<file path="src/rtl/cel_row_unpacker_if.sv">
// Handshake bundle between the DMA word fetcher, the CEL row unpacker and the pixel stage.
interface cel_row_unpacker_if #(
  parameter int WORD_W = 32
);
  logic [WORD_W-1:0] word_data;
  logic              word_valid;
  logic              word_ready;
  logic [15:0]       pix_data;
  logic [1:0]        pix_kind;
  logic              pix_valid;
  logic              pix_ready;

  modport master (
    output word_data, word_valid, pix_ready,
    input  word_ready, pix_data, pix_kind, pix_valid
  );

  modport slave (
    input  word_data, word_valid, pix_ready,
    output word_ready, pix_data, pix_kind, pix_valid
  );
endinterface

</file>
<file path="src/rtl/cel_row_unpacker.sv">
// CEL source-row unpacker: parses one packed or unpacked row per start and emits typed pixels,
// enforcing the row word-offset rule so the next row always begins on the right word.
module cel_row_unpacker #(
  parameter int WORD_W   = 32,
  parameter int BUF_W    = 64,
  parameter int CNT_W    = 6,
  parameter int ROWPIX_W = 11
) (
  input  logic                clk_i,
  input  logic                rst_i,
  input  logic [2:0]          bpp_i,
  input  logic                packed_i,
  input  logic [ROWPIX_W-1:0] row_pixels_i,
  input  logic                start_i,
  cel_row_unpacker_if.slave   bus,
  output logic [9:0]          row_offset_o,
  output logic                row_done_o,
  output logic                busy_o,
  output logic                err_o
);
  localparam int LVL_W = $clog2(BUF_W + 1);
  localparam int RC_W  = ((CNT_W > ROWPIX_W) ? CNT_W : ROWPIX_W) + 1;
  localparam int WC_W  = ROWPIX_W + 5;

  localparam logic [2:0] IDLE = 3'd0;
  localparam logic [2:0] HDR  = 3'd1;
  localparam logic [2:0] PKT  = 3'd2;
  localparam logic [2:0] PIXF = 3'd3;
  localparam logic [2:0] POUT = 3'd4;
  localparam logic [2:0] SKIP = 3'd5;

  logic [2:0]       state_q, state_d;
  logic [2:0]       bpp_q, bpp_d;
  logic             packed_q, packed_d;
  logic [BUF_W-1:0] buf_q, buf_d;
  logic [LVL_W-1:0] lvl_q, lvl_d;
  logic [WC_W-1:0]  wcnt_q, wcnt_d;
  logic [WC_W-1:0]  limit_q, limit_d;
  logic [RC_W-1:0]  rem_q, rem_d;
  logic [1:0]       kind_q, kind_d;
  logic [15:0]      pix_q, pix_d;
  logic [9:0]       off_q, off_d;
  logic             done_q, done_d;
  logic             err_q, err_d;

  logic [4:0]       fieldW;
  logic             canTake, accept, wordReady;
  logic [15:0]      fieldVal;
  logic [LVL_W-1:0] consumeN, remain;
  logic [BUF_W-1:0] placed;
  logic [WC_W-1:0]  needBits, needWords;

  function automatic logic [4:0] bppBits(input logic [2:0] code);
    case (code)
      3'd1:    return 5'd1;
      3'd2:    return 5'd2;
      3'd3:    return 5'd4;
      3'd4:    return 5'd6;
      3'd5:    return 5'd8;
      3'd6:    return 5'd16;
      default: return 5'd0;
    endcase
  endfunction

  always_comb begin
    fieldW = 5'd0;
    case (state_q)
      HDR:     fieldW = (bpp_q >= 3'd5) ? 5'd16 : 5'd8;
      PKT:     fieldW = 5'd8;
      PIXF:    fieldW = bppBits(bpp_q);
      default: fieldW = 5'd0;
    endcase
  end

  // Valid bits sit left-aligned in buf_q; everything below lvl_q is kept zero so a new word can be ORed in.
  assign canTake   = (fieldW != 5'd0) && (lvl_q >= LVL_W'(fieldW));
  assign fieldVal  = buf_q[BUF_W-1 -: 16] >> (5'd16 - fieldW);
  assign consumeN  = canTake ? LVL_W'(fieldW) : '0;
  assign remain    = lvl_q - consumeN;
  assign placed    = {bus.word_data, {(BUF_W-WORD_W){1'b0}}} >> remain;
  assign wordReady = busy_o && (lvl_q <= LVL_W'(BUF_W - WORD_W)) && (wcnt_q < limit_q);
  assign accept    = bus.word_valid && wordReady;

  // Unpacked rows never fetch past their last data word, so the next row's first word is not swallowed.
  assign needBits  = (WC_W'(row_pixels_i) + WC_W'(1)) * WC_W'(bppBits(bpp_i));
  assign needWords = (needBits + WC_W'(WORD_W - 1)) / WC_W'(WORD_W);

  always_comb begin
    state_d  = state_q;
    bpp_d    = bpp_q;
    packed_d = packed_q;
    limit_d  = limit_q;
    rem_d    = rem_q;
    kind_d   = kind_q;
    pix_d    = pix_q;
    off_d    = off_q;
    err_d    = err_q;
    done_d   = 1'b0;
    wcnt_d   = accept ? wcnt_q + WC_W'(1) : wcnt_q;
    buf_d    = (buf_q << consumeN) | (accept ? placed : '0);
    lvl_d    = accept ? remain + LVL_W'(WORD_W) : remain;

    case (state_q)
      IDLE: begin
        if (start_i) begin
          if (bppBits(bpp_i) == 5'd0) begin
            err_d = 1'b1;
          end else begin
            err_d    = 1'b0;
            bpp_d    = bpp_i;
            packed_d = packed_i;
            buf_d    = '0;
            lvl_d    = '0;
            wcnt_d   = '0;
            if (packed_i) begin
              limit_d = WC_W'(1);
              state_d = HDR;
            end else begin
              limit_d = needWords;
              rem_d   = RC_W'(row_pixels_i) + RC_W'(1);
              kind_d  = 2'b01;
              state_d = PIXF;
            end
          end
        end
      end
      HDR: begin
        if (canTake) begin
          off_d   = fieldVal[9:0];
          limit_d = WC_W'(fieldVal[9:0]) + WC_W'(2);
          state_d = PKT;
        end
      end
      PKT: begin
        if (canTake) begin
          rem_d  = RC_W'(fieldVal[CNT_W-1:0]) + RC_W'(1);
          kind_d = fieldVal[7:6];
          case (fieldVal[7:6])
            2'b00:   state_d = SKIP;
            2'b10: begin
              pix_d   = 16'd0;
              state_d = POUT;
            end
            default: state_d = PIXF;
          endcase
        end
      end
      PIXF: begin
        if (canTake) begin
          pix_d   = fieldVal;
          state_d = POUT;
        end
      end
      POUT: begin
        if (bus.pix_ready) begin
          rem_d = rem_q - RC_W'(1);
          if (rem_q == RC_W'(1)) begin
            state_d = packed_q ? PKT : SKIP;
          end else if (kind_q == 2'b01) begin
            state_d = PIXF;
          end
        end
      end
      SKIP: begin
        buf_d = '0;
        lvl_d = '0;
        if (wcnt_q == limit_q) begin
          done_d  = 1'b1;
          state_d = IDLE;
        end
      end
      default: state_d = IDLE;
    endcase
  end

  always_ff @(posedge clk_i or posedge rst_i) begin
    if (rst_i) begin
      state_q  <= IDLE;
      bpp_q    <= '0;
      packed_q <= 1'b0;
      buf_q    <= '0;
      lvl_q    <= '0;
      wcnt_q   <= '0;
      limit_q  <= '0;
      rem_q    <= '0;
      kind_q   <= '0;
      pix_q    <= '0;
      off_q    <= '0;
      done_q   <= 1'b0;
      err_q    <= 1'b0;
    end else begin
      state_q  <= state_d;
      bpp_q    <= bpp_d;
      packed_q <= packed_d;
      buf_q    <= buf_d;
      lvl_q    <= lvl_d;
      wcnt_q   <= wcnt_d;
      limit_q  <= limit_d;
      rem_q    <= rem_d;
      kind_q   <= kind_d;
      pix_q    <= pix_d;
      off_q    <= off_d;
      done_q   <= done_d;
      err_q    <= err_d;
    end
  end

  assign busy_o         = (state_q != IDLE);
  assign row_done_o     = done_q;
  assign err_o          = err_q;
  assign row_offset_o   = off_q;
  assign bus.word_ready = wordReady;
  assign bus.pix_valid  = (state_q == POUT);
  assign bus.pix_data   = pix_q;
  assign bus.pix_kind   = kind_q;
endmodule
</file>
<file path="src/flat_wrapper.sv">
// flat-port wrapper written by rule: the top's interface ports become plain ports
module cel_row_unpacker_flat 
#(
  parameter int WORD_W   = 32,
  parameter int BUF_W    = 64,
  parameter int CNT_W    = 6,
  parameter int ROWPIX_W = 11
)
  (clk_i, rst_i, bpp_i, packed_i, row_pixels_i, start_i, row_offset_o, row_done_o, busy_o, err_o, bus_word_data, bus_word_valid, bus_pix_ready, bus_word_ready, bus_pix_data, bus_pix_kind, bus_pix_valid);
  cel_row_unpacker_if #(.WORD_W(WORD_W)) bus_i ();
  input  logic clk_i;
  input  logic rst_i;
  input  logic [2:0] bpp_i;
  input  logic packed_i;
  input  logic [ROWPIX_W-1:0] row_pixels_i;
  input  logic start_i;
  output logic [9:0] row_offset_o;
  output logic row_done_o;
  output logic busy_o;
  output logic err_o;
  input wire logic [$bits(bus_i.word_data)-1:0] bus_word_data;
  input wire logic [$bits(bus_i.word_valid)-1:0] bus_word_valid;
  input wire logic [$bits(bus_i.pix_ready)-1:0] bus_pix_ready;
  output wire logic [$bits(bus_i.word_ready)-1:0] bus_word_ready;
  output wire logic [$bits(bus_i.pix_data)-1:0] bus_pix_data;
  output wire logic [$bits(bus_i.pix_kind)-1:0] bus_pix_kind;
  output wire logic [$bits(bus_i.pix_valid)-1:0] bus_pix_valid;
  assign bus_i.word_data = bus_word_data;
  assign bus_i.word_valid = bus_word_valid;
  assign bus_i.pix_ready = bus_pix_ready;
  assign bus_word_ready = bus_i.word_ready;
  assign bus_pix_data = bus_i.pix_data;
  assign bus_pix_kind = bus_i.pix_kind;
  assign bus_pix_valid = bus_i.pix_valid;
  cel_row_unpacker #(.WORD_W(WORD_W), .BUF_W(BUF_W), .CNT_W(CNT_W), .ROWPIX_W(ROWPIX_W)) u_core (.clk_i(clk_i), .rst_i(rst_i), .bpp_i(bpp_i), .packed_i(packed_i), .row_pixels_i(row_pixels_i), .start_i(start_i), .bus(bus_i), .row_offset_o(row_offset_o), .row_done_o(row_done_o), .busy_o(busy_o), .err_o(err_o));
endmodule
</file>
<file path="config.mk">
export PLATFORM = sky130hd
export DESIGN_NAME = cel_row_unpacker_flat
export DESIGN_NICKNAME = d
export VERILOG_FILES = /design/src/rtl/cel_row_unpacker_if.sv /design/src/rtl/cel_row_unpacker.sv /design/src/flat_wrapper.sv
export SDC_FILE = /design/constraint.sdc
export NUM_CORES = 1
export LEC_CHECK = 0
export BUFFER_PORTS_ARGS = -buffer_cell sky130_fd_sc_hd__buf_2
export CORE_UTILIZATION = 55
export DETAILED_ROUTE_END_ITERATION = 16
export PLACE_DENSITY = 0.73
export SLEW_MARGIN = 20
export SYNTH_ARGS = -nofsm -noshare
export SYNTH_HDL_FRONTEND = slang
export SYNTH_SLANG_ARGS = --single-unit
</file>
<file path="constraint.sdc">
create_clock -name clk_i -period 18.7 [get_ports clk_i]
set_clock_uncertainty 0.2 [all_clocks]
set_input_delay 2.805 -clock clk_i [delete_from_list [all_inputs] [get_ports clk_i]]
set_output_delay 2.805 -clock clk_i [all_outputs]
set_load 0.05 [all_outputs]
</file>
# ---- Word-level counts from Yosys, hierarchy flattened
# Cells that the tools add are included.
dict set report word_totals {
  word_cells 140
  reg_bits 152
  out_inout_bits 33
}
dict set report classes {
  muxes 55
  n_mul 1
  n_eq_ne 31
  shift 3
  n_addsub 10
  n_reduce_logical 21
  bitwise_logic 2
  order_cmp 4
}
# cell count
set op_table {}
lappend op_table {{64-bit two-way mux} 3}
lappend op_table {{16-bit two-way mux} 10}
lappend op_table {{64-bit case mux with 2 select lines} 1}
lappend op_table {{64-bit bitwise OR} 1}
lappend op_table {{16-bit case mux with 2 select lines} 2}
lappend op_table {{64-bit by 7-bit << shifter with 64-bit output} 1}
lappend op_table {{64-bit by 7-bit right shift with 64-bit output} 1}
lappend op_table {{12-bit two-way mux} 5}
lappend op_table {{5-bit case mux with 6 select lines} 2}
lappend op_table {{12-bit case mux with 3 select lines} 1}
lappend op_table {{3-bit two-way mux} 10}
lappend op_table {{11-bit by 1-bit adder with 12-bit output (second input constant)} 2}
lappend op_table {{3-bit equality test (second input constant)} 8}
lappend op_table {{7-bit two-way mux} 3}
lappend op_table {{5-bit two-way mux} 4}
lappend op_table {{3-bit by 2-bit equality test with 1-bit output (second input constant)} 6}
lappend op_table {{3-bit case mux with 6 select lines} 1}
lappend op_table {{16-bit by 1-bit adder with 16-bit output (second input constant)} 1}
lappend op_table {{16-bit by 5-bit adder with 16-bit output (second input constant)} 1}
lappend op_table {{16-bit equality test} 1}
lappend op_table {{16-bit less-than comparator} 1}
lappend op_table {{16-bit by 5-bit multiplier with 16-bit output} 1}
lappend op_table {{16-bit by 5-bit right shift with 16-bit output} 1}
lappend op_table {{5-bit case mux with 3 select lines} 1}
lappend op_table {{36 further kinds} 59}

# ---- Logic depth before layout (Yosys ltp)
# Gate-level depths: netlist (run 1).
dict set report depth {
  depth_word 13
  mapped_depth 29
}

# ---- Worst setup path after synthesis (run 1)
# OpenSTA, ideal clock, no wires.
dict set report synth_timing {
  path_type {input -> register}
  from {input port bpp_i[1]}
  to {register u_core.limit_q[10]}
  slack_ns 11.013
  setup_time_ns 0.133
  path_buffers 2
  t_required_ns 18.367
  cell_stages 21
  t_arrival_ns 7.354
  cell_sequence {clkbuf_1 > nor2_1 > nand2_1 > o21ai_0 > clkbuf_1 > and2_1 > fa_1 > inv_1 > fa_1 > fa_1 > inv_1 > ha_1 > a21oi_1 > o41a_1 > a211oi_1 > or3_1 > a31o_2 > a21oi_1 > mux2i_1 > a221oi_1 > a21oi_1}
}
dict set report synth_via {
  elab_chain_len 8
  word_cells_on_any_way 18
  classes_between {1 x add/sub; 1 x mul; 7 x eq/ne; 7 x mux; 2 x reduce/logical}
}
# element line_no
set synth_rtl {}
lappend synth_rtl {{from (decl)} flat_wrapper.sv:13} ;# input logic [2:0] bpp_i;
lappend synth_rtl {{3-bit equality test, or another cell as far along} cel_row_unpacker.sv:54} ;# case (code)
lappend synth_rtl {{5-bit case mux with 6 select lines *} cel_row_unpacker.sv:54}
lappend synth_rtl {{16-bit by 5-bit multiplier with 16-bit output} cel_row_unpacker.sv:85} ;# assign needBits = (WC_W'(row_pixels_i) + WC_W'(1)) * WC_W'(bppBits(bpp_i));
lappend synth_rtl {{16-bit by 5-bit adder with 16-bit output} cel_row_unpacker.sv:86} ;# assign needWords = (needBits + WC_W'(WORD_W - 1)) / WC_W'(WORD_W);
lappend synth_rtl {{11-bit two-way mux} cel_row_unpacker.sv:115} ;# if (packed_i) begin
lappend synth_rtl {{16-bit two-way mux} cel_row_unpacker.sv:106} ;# if (bppBits(bpp_i) == 5'd0) begin
lappend synth_rtl {{16-bit two-way mux} cel_row_unpacker.sv:105} ;# if (start_i) begin
lappend synth_rtl {{16-bit case mux with 2 select lines} cel_row_unpacker.sv:103} ;# case (state_q)
lappend synth_rtl {{to (signal assigned)} cel_row_unpacker.sv:198} ;# limit_q <= limit_d;
lappend synth_rtl {{to (decl)} cel_row_unpacker.sv:38} ;# logic [WC_W-1:0] limit_q, limit_d;
# Mark *: on every way between the ends. The rest lies on a longest branch, timed or not. The select of a mux whose other input is x is not followed.
# A chain may end at the register's enable or synchronous reset.

# ---- Worst setup path in the final report (run 1)
dict set report layout_timing {
  from {register u_core.state_q[2]}
  to {register u_core.buf_q[36]}
}
dict set report layout_via {
  elab_chain_len 12
  word_cells_on_any_way 22
  classes_between {1 x add/sub; 1 x order compare; 4 x eq/ne; 2 x shift; 6 x mux; 1 x bitwise; 7 x reduce/logical}
}
# element line_no
set layout_rtl {}
lappend layout_rtl {{from (decl)} cel_row_unpacker.sv:32} ;# logic [2:0] state_q, state_d;
lappend layout_rtl {{from (signal assigned)} cel_row_unpacker.sv:192} ;# state_q <= state_d;
lappend layout_rtl {{3-bit by 2-bit equality test with 1-bit output / 3-bit by 1-bit equality test with 1-bit output (equally long branches)} cel_row_unpacker.sv:67} ;# case (state_q)
lappend layout_rtl {{5-bit case mux with 3 select lines} cel_row_unpacker.sv:67}
lappend layout_rtl {{7-bit by 5-bit >= comparator with 1-bit output / 5-bit nonzero test (equally long branches)} cel_row_unpacker.sv:76} ;# assign canTake = (fieldW != 5'd0) && (lvl_q >= LVL_W'(fieldW));
lappend layout_rtl {{1-bit logical AND} cel_row_unpacker.sv:76}
lappend layout_rtl {{5-bit two-way mux} cel_row_unpacker.sv:78} ;# assign consumeN = canTake ? LVL_W'(fieldW) : '0;
lappend layout_rtl {{7-bit subtractor} cel_row_unpacker.sv:79} ;# assign remain = lvl_q - consumeN;
lappend layout_rtl {{64-bit by 7-bit right shift with 64-bit output} cel_row_unpacker.sv:80} ;# assign placed = {bus.word_data, {(BUF_W-WORD_W){1'b0}}} >> remain;
lappend layout_rtl {{64-bit two-way mux} cel_row_unpacker.sv:100} ;# buf_d = (buf_q << consumeN) | (accept ? placed : '0);
lappend layout_rtl {{64-bit bitwise OR} cel_row_unpacker.sv:100}
lappend layout_rtl {{64-bit two-way mux} cel_row_unpacker.sv:106}
lappend layout_rtl {{64-bit two-way mux} cel_row_unpacker.sv:105}
lappend layout_rtl {{64-bit case mux with 2 select lines *} cel_row_unpacker.sv:103}
lappend layout_rtl {{net u_core.buf_d[36]} cel_row_unpacker.sv:35} ;# logic [BUF_W-1:0] buf_q, buf_d;
lappend layout_rtl {{to (signal assigned)} cel_row_unpacker.sv:195} ;# buf_q <= buf_d;
lappend layout_rtl {{to (decl)} cel_row_unpacker.sv:35}
# Mark *: on every way through the listed nets, which the timed path passes. The rest lies on a longest branch.

==> flow_summary_export.csv, run 1 <==
group,metric,value,unit
clock_network,cts_root_buf,"sky130_fd_sc_hd__clkbuf_16",
setup_path,category_of_the_worst_setup_path_launch_point,"flop",
setup_path,r2r_slack,10.17,ns
final_layout,drive_gt1_frac,0.129,
route,routed_via_density,6.97,
timing,timing.fmax,0.117,GHz
setup_path,reg2reg_from,"u_core.state_q[2]",
setup_path,r2r-end,"u_core.buf_q[36]",
logic_synthesis,number_of_enable_flip_flop_cells_after_synthesis,0,
min_path,number_of_stages_on_the_worst_hold_path,2,
setup_path,slowest_stage,"sky130_fd_sc_hd__dfrtp_1",
setup_path,critical-path-max-stage-delay,0.78,ns
floorplanning,initial_core_utilization,0.561,
outcome,outcome,"complete, no violations",
floorplanning,die_x,170,µm
logic_synthesis,netlist_instances,1933,
min_path,holdPathEnd,"u_core.row_offset_o[9]",
timing,finalHoldViolations,0,
route,drt.antenna.violating_nets,0,
setup_path,worstRegToRegCells,24,
logic_synthesis,fraction_of_registers_with_async_set_reset,1.00,
grt,use_met2,0.594,
route,postRouteWirelength,54300,µm
floorplanning,floorplan.die_area,29100,µm²
grt,grt_overflow_total,0,
final_layout,area_growth_syn_to_layout,7.53,%
setup_path,cp.required,18.84,ns
logic_synthesis,post_synth.cell_area_avg,8.08,µm²
logic_synthesis,ys_seq_area_frac,0.236,
timing,worst-slew-pin-transition,1.05,ns
floorplanning,placementRows,61,
grt,grt_util_met1,0.515,
floorplanning,fp.coreArea,27900,µm²
timing,final-setup-viol-count,0,
flow_run,drv_cap,0,
setup_path,worst-endpoint-arrival,8.67,ns
grt,groute.layer.met3.usage,0.0699,
place,number_of_port_buffers,84,
logic_synthesis,mappedNetlistArea,15600,µm²
setup_path,cp-end-kind,"flop",
grt,grt_pass1_vias,14899,
place,detailedPlacementHpwl,39200,µm
clock_network,cts.repair_timing.setup_buffer_count,0,
final_layout,fillers,2495,
setup_path,crit_type,"flop to flop",
grt,antenna_found_initial,1,
floorplanning,top_level_port_count,85,
clock_network,cts_num_sinks,147,
grt,gr-max-usage-layer,"met2",
logic_synthesis,synth.net_count,2074,
route,drt-wirelength-per-cell,23.6,µm
logic_synthesis,ys_seq_elements,147,
clock_network,cts_repair_resize_count,0,
clock_network,clk_path_buf_depth,2,
place,gp_congestion,0.985,
route,drt-initial-drc-count,2239,
clock_network,cts.htree.levels,4,
route,drc,0,
logic_synthesis,synth_warnings,0,
clock_network,path_clk_slew,0.07,ns
timing,final_period_minus_worst_setup_slack,8.53,ns
final_layout,nets,2052,
clock_network,clock_latency_of_the_later_clocked_register_in_the_worst_skew_pair,0.44,ns
setup_path,largest_fanout_on_the_critical_path,81,
grt,grt_use_total,0.382,
grt,first_pass_grt_wire_length,86000,µm
logic_synthesis,postSynth.topFlopCell,"sky130_fd_sc_hd__dfrtp_1",
min_path,holdCritStartpoint,"u_core.row_offset_o[9]",
setup_path,crit_path_cell_trace,"nand3b_1, nor3_1, buf_4, inv_2, buf_4, ha_1, and3_1, ha_1, nand3b_1, o21ai_0, a21oi_4, buf_4, nor2_4, buf_4, inv_2, ha_1, o21ai_0, nand2b_1, a211oi_1, xnor2_1, nor4bb_1, and2_1, nand2_1, a21oi_1",
floorplanning,die_height,170,µm
logic_synthesis,synth.distinct_cells,96,
timing,final-max-slew-violation-count,0,
clock_network,tritoncts,"yes",
timing,relSlewSlack,0.302,
clock_network,cts_hold_buf,0,
grt,grt_max_degree,82,
route,firstDrtPassIters,6,
setup_path,crit_path_frequent_cell,"sky130_fd_sc_hd__buf_4",
route,dr_total_vias,16040,
timing,setup_total_negative_slack,0,ns
timing,final_min_period_over_clock_period,0.456,
timing,rsz0062_at_grt,"false",
final_layout,antenna_cells,0,
min_path,hold_path.class,"flop to flop",
clock_network,cts_inserted_buffers,17,
worst max-delay path by stage:
| stage | from | end | slack, ns | depth (start not counted) |
|---|---|---|---|---|
| after floorplan | bpp_i[1] | u_core.limit_q[10] | 11.01 | 21 |
| after global placement | u_core.state_q[2] | u_core.buf_q[12] | 10.63 | 24 |
| after detailed placement | row_pixels_i[0] | u_core.limit_q[10] | 10.49 | 18 |
| after CTS | u_core.state_q[2] | u_core.buf_q[36] | 10.48 | 24 |
| after global routing | u_core.state_q[2] | u_core.buf_q[15] | 9.84 | 24 |
| final | u_core.state_q[2] | u_core.buf_q[36] | 10.17 | 24 |
cell usage after synthesis (11+ instances only):
cell	n	area share
sky130_fd_sc_hd__a211oi_1	26	0.013
sky130_fd_sc_hd__a21o_1	12	0.0058
sky130_fd_sc_hd__a21oi_1	139	0.045
sky130_fd_sc_hd__a221oi_1	11	0.0062
sky130_fd_sc_hd__a22o_1	13	0.0073
sky130_fd_sc_hd__a22oi_1	21	0.010
sky130_fd_sc_hd__a31oi_1	32	0.013
sky130_fd_sc_hd__and2_1	24	0.0096
sky130_fd_sc_hd__and3_1	17	0.0068
sky130_fd_sc_hd__buf_1	21	0.0050
sky130_fd_sc_hd__buf_2	15	0.0048
sky130_fd_sc_hd__clkbuf_1	110	0.026
sky130_fd_sc_hd__dfrtp_1	147	0.24
sky130_fd_sc_hd__fa_1	33	0.042
sky130_fd_sc_hd__ha_1	56	0.045
sky130_fd_sc_hd__inv_1	70	0.017
sky130_fd_sc_hd__mux2_2	14	0.010
sky130_fd_sc_hd__mux2i_1	65	0.042
sky130_fd_sc_hd__mux4_2	36	0.052
sky130_fd_sc_hd__nand2_1	240	0.058
sky130_fd_sc_hd__nand2b_1	22	0.0088
sky130_fd_sc_hd__nand3_1	63	0.020
sky130_fd_sc_hd__nand4_1	16	0.0064
sky130_fd_sc_hd__nor2_1	171	0.041
sky130_fd_sc_hd__nor3_1	36	0.012
sky130_fd_sc_hd__o2111ai_1	25	0.014
sky130_fd_sc_hd__o211ai_1	14	0.0067
sky130_fd_sc_hd__o21a_1	15	0.0072
sky130_fd_sc_hd__o21ai_0	114	0.037
sky130_fd_sc_hd__o22a_1	41	0.023
sky130_fd_sc_hd__o22ai_1	27	0.011
sky130_fd_sc_hd__o311ai_0	14	0.0079
sky130_fd_sc_hd__o31a_1	16	0.0090
sky130_fd_sc_hd__o31ai_1	34	0.016
sky130_fd_sc_hd__xnor2_1	30	0.017
sky130_fd_sc_hd__xor2_1	22	0.012
worst max-delay path: cells and delay by family, from the launching register on:
kind,cells,cell delay [ns]
AND/OR/NAND/NOR,9,2.51
buffers and inverters,6,2.48
AO/OA/AOI/OAI,5,1.06
adder cells (fa/ha/maj),3,1.05
flip-flops,1,0.78
XOR/XNOR,1,0.27
state kept, by name, indices dropped and copies added, names as in the netlist:
name / count
u_core.lvl_q: 7
u_core.wcnt_q: 16
u_core.bus.pix_data: 16
u_core.bus.pix_kind: 2
u_core.buf_q: 64
u_core.row_done_o: 1
u_core.limit_q: 11
u_core.state_q: 3
u_core.row_offset_o: 10
u_core.packed_q: 1
u_core.rem_q: 12
u_core.err_o: 1
u_core.bpp_q: 3
cell type report:
class	count	area, µm²	share of cell area
clock buffers	17	425	0.0253
clock inverters	15	159	0.00946
inverters	76	295	0.0176
multi-input cells	1558	11100	0.663
flip-flops and latches	147	3680	0.219
well taps	378	473	0.0282
repair buffers	111	623	0.0371
cells in the final DEF (no fill, tap or decap), types with 9 or more instances in the layout:
master / count
sky130_fd_sc_hd__mux2_2: 14
sky130_fd_sc_hd__o31ai_1: 34
sky130_fd_sc_hd__a211oi_1: 26
sky130_fd_sc_hd__or3_1: 9
sky130_fd_sc_hd__xor2_1: 19
sky130_fd_sc_hd__o31a_1: 16
sky130_fd_sc_hd__a22o_1: 13
sky130_fd_sc_hd__buf_4: 27
sky130_fd_sc_hd__o311ai_0: 14
sky130_fd_sc_hd__dfrtp_1: 147
sky130_fd_sc_hd__a21o_1: 11
sky130_fd_sc_hd__ha_1: 55
sky130_fd_sc_hd__nand3_1: 63
sky130_fd_sc_hd__o21a_1: 15
sky130_fd_sc_hd__a21oi_1: 137
sky130_fd_sc_hd__nand4_1: 16
sky130_fd_sc_hd__o211ai_1: 14
sky130_fd_sc_hd__a221oi_1: 11
sky130_fd_sc_hd__nand2_1: 239
sky130_fd_sc_hd__nand2b_1: 22
sky130_fd_sc_hd__o21ai_0: 114
sky130_fd_sc_hd__mux2i_1: 65
sky130_fd_sc_hd__and2_1: 24
sky130_fd_sc_hd__a211o_1: 9
sky130_fd_sc_hd__and3_1: 17
sky130_fd_sc_hd__xnor2_1: 28
sky130_fd_sc_hd__inv_1: 68
sky130_fd_sc_hd__fa_1: 32
sky130_fd_sc_hd__o22a_1: 41
sky130_fd_sc_hd__a31oi_1: 32
sky130_fd_sc_hd__buf_2: 84
sky130_fd_sc_hd__a22oi_1: 21
sky130_fd_sc_hd__o22ai_1: 27
sky130_fd_sc_hd__clkbuf_16: 17
sky130_fd_sc_hd__nor3_1: 36
sky130_fd_sc_hd__nor2_1: 168
sky130_fd_sc_hd__o2111ai_1: 25
sky130_fd_sc_hd__mux4_2: 36
kinds of logic (layout without fill, tap and decap cells):
group	after synthesis	in the layout	synth area share
AND/OR/NAND/NOR	658	658	0.197
XOR/XNOR	54	54	0.0313
adder cells (fa/ha/maj)	89	89	0.0872
multiplexers	115	115	0.104
flip-flops	147	147	0.236
AO/OA/AOI/OAI	642	642	0.287
buffers and inverters	228	219	0.0587
routing by layer:
layer / vias to the layer above / share of wire
li1: 7162 / -
met1: 7630 / 0.40
met2: 1045 / 0.45
met3: 201 / 0.10
met4: 2 / 0.050
met5: - / 0.00022
metrics by stage:
step | area [µm²] | cells | setup slack [ns] | hold slack (ns) | utilization
2_1_floorplan | 15600 | 1933 | 11.01 | 0.254 | -
3_5_place_dp | 16200 | 2270 | 10.49 | 0.259 | 0.581
3_3_place_gp | 16200 | 2270 | 10.63 | 0.254 | 0.581
4_1_cts | 16800 | 2302 | 10.48 | 0.276 | 0.602
5_1_grt | 16800 | 2302 | 9.84 | 0.294 | 0.603
6_report | 16800 | 2302 | 10.17 | 0.275 | 0.603
Power of run 1 is left out: the tool's default activity adds up to more than one toggle a clock period on the data nets, which glitch-free logic cannot reach.
==> run 2: changes to the inputs <==
==> constraint.sdc (replaced) <==
create_clock -name clk_i -period 8.3 [get_ports clk_i]
set_clock_uncertainty 0.2 [all_clocks]
set_input_delay 1.245 -clock clk_i [delete_from_list [all_inputs] [get_ports clk_i]]
set_output_delay 1.245 -clock clk_i [all_outputs]
set_load 0.05 [all_outputs]
==> flow_summary_export.csv, run 2 (synthesis results as in run 1) <==
group,metric,value,unit
outcome,outcome,"complete, no violations",
clock_network,cts_num_sinks,147,
timing,final-setup-viol-count,0,
setup_path,crit_path_cell_trace,"and4bb_4, nand2_8, inv_6, ha_1, nand2b_1, a21o_1, a21o_1, a21oi_4, buf_4, nor2_4, clkinv_1, buf_4, ha_1, a211oi_1, xnor2_1, nor4bb_1, and2_1, a32oi_1, a21oi_1",
setup_path,crit_type,"flop to flop",
floorplanning,die_x,170,µm
final_layout,most_frequent_standard_cell_in_the_layout_excluding_fill_and_tap_cells,"sky130_fd_sc_hd__nand2_1",
final_layout,area_growth_syn_to_layout,7.41,%
timing,setup_total_negative_slack,0,ns
route,routed_via_density,7.06,
timing,rsz0062_at_grt,"false",
timing,finalHoldViolations,0,
clock_network,cts_hold_buf,0,
route,dr_total_vias,16277,
place,gp_congestion,0.999,
floorplanning,fp.coreArea,27900,µm²
floorplanning,initial_core_utilization,0.561,
setup_path,category_of_the_worst_setup_path_launch_point,"flop",
clock_network,cts.repair_timing.setup_buffer_count,0,
setup_path,cp-end-kind,"flop",
place,detailedPlacementHpwl,39900,µm
setup_path,worst-endpoint-arrival,7.62,ns
floorplanning,top_level_port_count,85,
route,drc,0,
floorplanning,placementRows,61,
final_layout,largest_register_ff_count,64,
setup_path,r2r_slack,0.86,ns
final_layout,antenna_cells,0,
route,drt.antenna.violating_nets,0,
setup_path,cp.required,8.48,ns
final_layout,fillers,2518,
clock_network,cts_repair_resize_count,0,
setup_path,worst_setup_path_startpoint,"u_core.state_q[0]",
setup_path,reg2reg_from,"u_core.state_q[0]",
floorplanning,die_height,170,µm
route,firstDrtPassIters,6,
setup_path,worstSetupPathDepth,19,
timing,worst-slew-pin-transition,1.03,ns
route,postRouteWirelength,55600,µm
final_layout,stdcell_area,16800,µm²
clock_network,cts_inserted_buffers,17,
clock_network,cts_root_buf,"sky130_fd_sc_hd__clkbuf_16",
setup_path,critPathCapture,"u_core.buf_q[9]",
setup_path,critical-path-max-stage-delay,0.89,ns
grt,use_met2,0.597,
clock_network,cts.htree.levels,4,
grt,groute.layer.met3.usage,0.0817,
clock_network,clk_path_buf_depth,2,
flow_run,drv_cap,0,
timing,final_period_minus_worst_setup_slack,7.44,ns
grt,grt_max_degree,96,
grt,first_pass_grt_wire_length,86800,µm
grt,grt_util_met1,0.513,
setup_path,count_of_buffer_and_inverter_cells_on_the_critical_path,4,
grt,grt_use_total,0.389,
grt,gr-max-usage-layer,"met2",
place,post_dp_cell_area,16200,µm²
final_layout,regArea,3680,µm²
route,drt-initial-drc-count,2268,
final_layout,layout_common_cells,"sky130_fd_sc_hd__nand2_1 (239), sky130_fd_sc_hd__nor2_1 (168), sky130_fd_sc_hd__dfrtp_1 (147)",
timing,timing.fmax,0.134,GHz
floorplanning,floorplan.die_area,29100,µm²
timing,final_min_period_over_clock_period,0.896,
timing,relSlewSlack,0.316,
grt,antenna_found_initial,3,
final_layout,drive_gt1_frac,0.131,
final_layout,max_flop_register,"u_core.buf_q",
route,drt-wirelength-per-cell,24.1,µm
grt,grt_pass1_vias,15058,
setup_path,largest_fanout_on_the_critical_path,79,
grt,grt_overflow_total,0,
setup_path,slowest_stage,"sky130_fd_sc_hd__and2_1",
setup_path,r2r-end,"u_core.buf_q[9]",
place,number_of_port_buffers,84,
clock_network,path_clk_slew,0.08,ns
clock_network,clock_latency_of_the_later_clocked_register_in_the_worst_skew_pair,0.47,ns
timing,final-max-slew-violation-count,0,
setup_path,worstRegToRegCells,19,
final_layout,multi_input_gate_area_in_the_final_layout,11100,µm²
setup_path,crit_family,"simple AND/OR/NAND/NOR gates",
clock_network,tritoncts,"yes",
min_path,hold_path.class,"flop to flop",
final_layout,nets,2055,
## run 2: metal layers
layer	routed length, µm	share of wire	vias to the layer above
li1	-	-	7177
met1	22100	0.40	7744
met2	24100	0.43	1086
met3	5820	0.10	264
met4	3560	0.064	6
met5	40	0.00072	-
## run 2: area by class of cell
class	count	share of cell area
clock buffers	19	0.0270
clock inverters	13	0.00604
inverters	76	0.0176
multi-input cells	1558	0.663
flip-flops and latches	147	0.219
well taps	378	0.0282
repair buffers	114	0.0385
## run 2: tightest hold or removal path: cells and delay by family (launching register included)
| family | cells | cell delay [ns] |
|---|---|---|
| flip-flops | 1 | 0.34 |
| AND/OR/NAND/NOR | 2 | 0.10 |
## run 2: through the flow
stage               setup WS (ns)   util  hold WS [ns]  instances
detailed placement           1.10  0.582         0.258       2273
floorplan                    1.46      -         0.254       1933
global route                0.452  0.602         0.298       2305
finish                      0.862  0.602         0.269       2305
CTS                          1.04  0.602         0.274       2305
global placement             1.28  0.582         0.252       2273
## run 2: worst min-delay path by stage
stage / start / slack, ns / end / depth (start not counted)
2_1_floorplan: u_core.wcnt_q[13] / 0.25 / u_core.wcnt_q[13] / 1
3_3_place_gp: u_core.row_offset_o[1] / 0.25 / u_core.row_offset_o[1] / 2
3_5_place_dp: u_core.row_offset_o[3] / 0.26 / u_core.row_offset_o[3] / 2
4_1_cts: u_core.row_offset_o[3] / 0.27 / u_core.row_offset_o[3] / 2
5_1_grt: u_core.row_offset_o[4] / 0.30 / u_core.row_offset_o[4] / 2
6_report: u_core.row_offset_o[3] / 0.27 / u_core.row_offset_o[3] / 2
Power of run 2 is left out for the same reason.
